$ cat config.mk
export PLATFORM = sky130hd
export DESIGN_NAME = mul_seq_ctrl
export DESIGN_NICKNAME = d
export VERILOG_FILES = /design/src/rtl/mul_seq_ctrl.sv
export SDC_FILE = /design/constraint.sdc
export NUM_CORES = 1
export LEC_CHECK = 0
export ABC_AREA = 1
export CORE_ASPECT_RATIO = 0.8
export CORE_MARGIN = 1.5
export CORE_UTILIZATION = 35
export CTS_CLUSTER_SIZE = 30
export DETAILED_ROUTE_END_ITERATION = 8
export PLACE_DENSITY = 0.72
export SETUP_SLACK_MARGIN = 0.15
export SYNTH_ARGS = -nofsm -noshare
export SYNTH_HDL_FRONTEND = slang
export SYNTH_SLANG_ARGS = --single-unit
export TNS_END_PERCENT = 10
$ cat constraint.sdc
create_clock -name clk -period 1.7 [get_ports clk]
set_input_delay 0.425 -clock clk [delete_from_list [all_inputs] [get_ports clk]]
set_output_delay 0.425 -clock clk [all_outputs]
set_load 0.005 [all_outputs]
$ cat src/rtl/mul_seq_ctrl.sv
// Sequencing controller for an iterative radix-2/radix-4 multiplier.
// Tracks bits processed, issues the operand load pulse and flags completion.
module mul_seq_ctrl #(
    parameter int ITER  = 32,
    parameter int CNT_W = 6
) (
    input  logic             clk,
    input  logic             reset_n,
    input  logic             op_start,
    input  logic             op_clear,
    input  logic             op_hold,
    input  logic             op_mode,
    output logic [1:0]       state,
    output logic [CNT_W-1:0] counter,
    output logic             busy,
    output logic             done,
    output logic             load,
    output logic             step_en
);

    localparam logic [1:0]       S_IDLE = 2'b00;
    localparam logic [1:0]       S_EXEC = 2'b01;
    localparam logic [1:0]       S_DONE = 2'b10;
    localparam logic [CNT_W:0]   ITER_X = (CNT_W+1)'(ITER);
    localparam logic [CNT_W-1:0] ITER_C = CNT_W'(ITER);

    logic [1:0]       r_state;
    logic [CNT_W-1:0] r_counter;
    logic             r_load;
    logic             r_mode;

    logic [1:0]       w_state_nxt;
    logic [CNT_W-1:0] w_counter_nxt;
    logic             w_load_nxt;
    logic             w_mode_nxt;
    logic [CNT_W:0]   w_step;
    logic [CNT_W:0]   w_sum;

    // One extra bit on the sum so the end-of-operation compare never sees a wrapped value.
    assign w_step = r_mode ? (CNT_W+1)'(2) : (CNT_W+1)'(1);
    assign w_sum  = {1'b0, r_counter} + w_step;

    always_ff @(posedge clk) begin
        if (!reset_n) begin
            r_state   <= S_IDLE;
            r_counter <= '0;
            r_load    <= 1'b0;
            r_mode    <= 1'b0;
        end else begin
            r_state   <= w_state_nxt;
            r_counter <= w_counter_nxt;
            r_load    <= w_load_nxt;
            r_mode    <= w_mode_nxt;
        end
    end

    always_comb begin
        w_state_nxt   = r_state;
        w_counter_nxt = r_counter;
        w_load_nxt    = 1'b0;
        w_mode_nxt    = r_mode;
        if (op_clear) begin
            w_state_nxt   = S_IDLE;
            w_counter_nxt = '0;
        end else begin
            case (r_state)
                S_IDLE: begin
                    w_counter_nxt = '0;
                    if (op_start) begin
                        w_state_nxt = S_EXEC;
                        w_load_nxt  = 1'b1;
                        w_mode_nxt  = op_mode;
                    end
                end
                S_EXEC: begin
                    if (!op_hold) begin
                        if (w_sum >= ITER_X) begin
                            w_state_nxt   = S_DONE;
                            w_counter_nxt = ITER_C;
                        end else begin
                            w_counter_nxt = w_sum[CNT_W-1:0];
                        end
                    end
                end
                S_DONE: begin
                    if (op_start) begin
                        w_state_nxt   = S_EXEC;
                        w_counter_nxt = '0;
                        w_load_nxt    = 1'b1;
                        w_mode_nxt    = op_mode;
                    end
                end
                default: begin
                    w_state_nxt   = S_IDLE;
                    w_counter_nxt = '0;
                end
            endcase
        end
    end

    always_comb begin
        busy    = (r_state == S_EXEC);
        done    = (r_state == S_DONE);
        step_en = (r_state == S_EXEC) && !op_hold;
    end

    assign state   = r_state;
    assign counter = r_counter;
    assign load    = r_load;

endmodule

==> out/metrics.yaml <==
run_status:
  status: "finished clean"
synthesis:
  yosys.area.top_type_share_pct: 34.9
  yosysTopAreaCell: "dfxtp_1"
  synthCells: 80
  synthTopCellsByArea: "dfxtp_1, nand2_1, inv_1, nand2_2, a21oi_1"
  netlist_area_sq_um: 573
  ys.flop_type: "dfxtp_1"
  ys_types: 19
  ys_top_cells_by_count: "nand2_1, dfxtp_1, inv_1"
  ys.warnings.count: 0
  synth_most_common_cell: "nand2_1"
  async_flop_share_pct: 0
  ys_seq_area_share_pct: 34.9
  synth_edf_count: 0
  syn_nets: 89
  postSynthAreaPerCell_sq_um: 7.16
  ys_seq_elements: 10
critical_path:
  slowest_delay_ns: 0.54
  cp_slowest_cell: "clkdlybuf4s50_1"
  crit_path_cell_trace: "clkdlybuf4s50_1"
  critPathTopFamily: "buffers and inverters"
  crit_type: "register to output port"
  critPathCapture: "counter[3]"
  worst_r2r_path_depth: 10
  crit_cells: 1
  ff2ff_setup_slack_ns: 0.16
  path_buf_inv: 1
  start_kind: "register"
  worstPathArrival_ns: 1.21
  worstPathRequired_ns: 1.27
  crit_start: "counter[3]"
  critPathMaxFanout: 5
  rr_endpoint: "counter[2]"
  cp-end-kind: "output port"
  r2r_start: "r_mode"
global_routing:
  grt_pass1_vias: 499
  grt_pass1_wl_mm: 2.14
  grt-ovfl-total: 0
  grt_antenna_before_repair: 0
  track_usage_pct: 16.9
  grt_max_degree: 7
layout:
  syn2layout_area_growth_pct: 51.1
  postLayoutCoreUtil_pct: 59.5
  seq_area_sq_um: 203
  final_net_count: 118
  final_cells: 129
  nFillCells: 130
  insertedDiodeCount: 0
  multiInputGateArea_sq_um: 322
  drive_above_1_share_pct: 27.8
sta:
  worst_pin_slew_ns: 0.232
  tns_ns: 0
  max_freq_mhz: 610
  relSlewSlack_pct: 84.4
  finClkSkew_ns: 0.00558
  timing.final.ws_setup_ns: 0.0616
  slew_violations: 0
  rsz0062_at_grt: "true"
  finalHoldViolCount: 0
  min_period_over_period_pct: 96.4
  finalSetupViolCount: 0
  period_needed_ns: 1.64
die:
  start_util_pct: 39.3
  die-area_sq_um: 1890
  rows: 12
  fp.dieW_um: 48.2
  core-area_sq_um: 1460
  fp.dieH_um: 39.2
  io_pins: 18
worst_hold_path:
  hp-class: "register to register"
drt:
  vias: 576
  ant_nets: 0
  vias_per_cell: 4.47
  drt_iter0_markers: 10
  drc: 0
  firstDrtPassIters: 4
  wl_mm: 1.24
  wl_per_cell_um: 9.57
run:
  cap_violations: 0
pwr:
  leakagePower_nw: 0.391
  power_density_nw_per_um2: 605
  irDropWorstVdd_uv: 616
cts:
  clk-insertion-delay-late_ns: 0.27
  clk_pin_slew_ns: 0.07
  cts.sinks: 10
  cts_tree: "built"
  postCtsHoldBufs: 0
  cts_root_buf: "clkbuf_4"
  clk_path_buf_depth: 2
  h-tree-depth: 1
  numCtsBuffers: 3
placement:
  dp_hpwl_um: 936
  gp_congestion: 0.763
  io_buffers: 17
  placed_cells: 122
  dp_slack_ns: -0.294
layout make-up:
cell class | count | area share [%]
timing repair buffer | 24 | 25.4
inverter | 15 | 6.79
tap | 21 | 3.03
clock buffer | 4 | 4.19
multi-input combinational | 55 | 37.1
sequential | 10 | 23.4
power breakdown:
group | leakage, nW | total [mW] | internal, mW | switching (mW)
clock network | 0.0210 | 0.217 | 0.130 | 0.0867
logic | 0.288 | 0.0661 | 0.0355 | 0.0306
registers | 0.0819 | 0.241 | 0.239 | 0.00233
timing repair:
| item | 4_1_cts | 5_1_grt |
|---|---|---|
| buffers inserted | 1 | 2 |
| setup endpoints to repair | 16 | 18 |
| pin swaps | 0 | 1 |
| resized for setup | 4 | 5 |
cell families (layout without fill, tap and decap cells):
logic type	Yosys count	in the layout	synth area share, %
AND/OR/NAND/NOR	40	40	35.6
buffers and inverters	15	43	10.3
AO/OA/AOI/OAI	12	12	11.4
flip-flops	10	10	34.9
adder cells (fa/ha/maj)	3	3	7.86
sequential cells by signal (all words and copies together) (netlist names):
name	flops
state	2
counter	6
r_mode	1
load	1
through the flow:
step	power (mW)	area, sq um	hold WS (ns)
after CTS	0.528	838	0.498
after detailed placement	0.310	800	0.487
after global placement	0.308	800	0.484
after global routing	0.555	866	0.521
after floorplan	0.275	573	0.475
final	0.524	866	0.493
metal layers:
metal,wire (um),track usage [%],up-vias
li1,-,-,308
met1,604,23.1,250
met2,547,24.0,16
met3,70,7.01,2
met4,13,4.05,0
met5,0,0,-
worst min path at each step:
stage          startpoint    endpoint  cells past startpoint
6_report       counter[0]  counter[0]                      2
5_1_grt        counter[0]  counter[0]                      2
4_1_cts        counter[0]  counter[0]                      2
3_5_place_dp   counter[0]  counter[0]                      2
3_3_place_gp   counter[0]  counter[0]                      2
2_1_floorplan  counter[0]  counter[0]                      2
cell usage in the layout (no fill, tap or decap), types with 2 or more instances in the layout:
master / n
nand2_1: 16
clkdlybuf4s50_1: 12
inv_1: 10
nor2_1: 8
dfxtp_1: 8
buf_4: 7
a21oi_1: 6
nand2_2: 5
inv_2: 4
nand3_1: 4
dlygate4sd2_1: 4
clkbuf_4: 3
nor2_4: 2
nand3_2: 2
o21ai_0: 2
o21ai_1: 2
o21bai_1: 2
ha_1: 2
dfxtp_2: 2
Power figures use the tool's default switching activity.
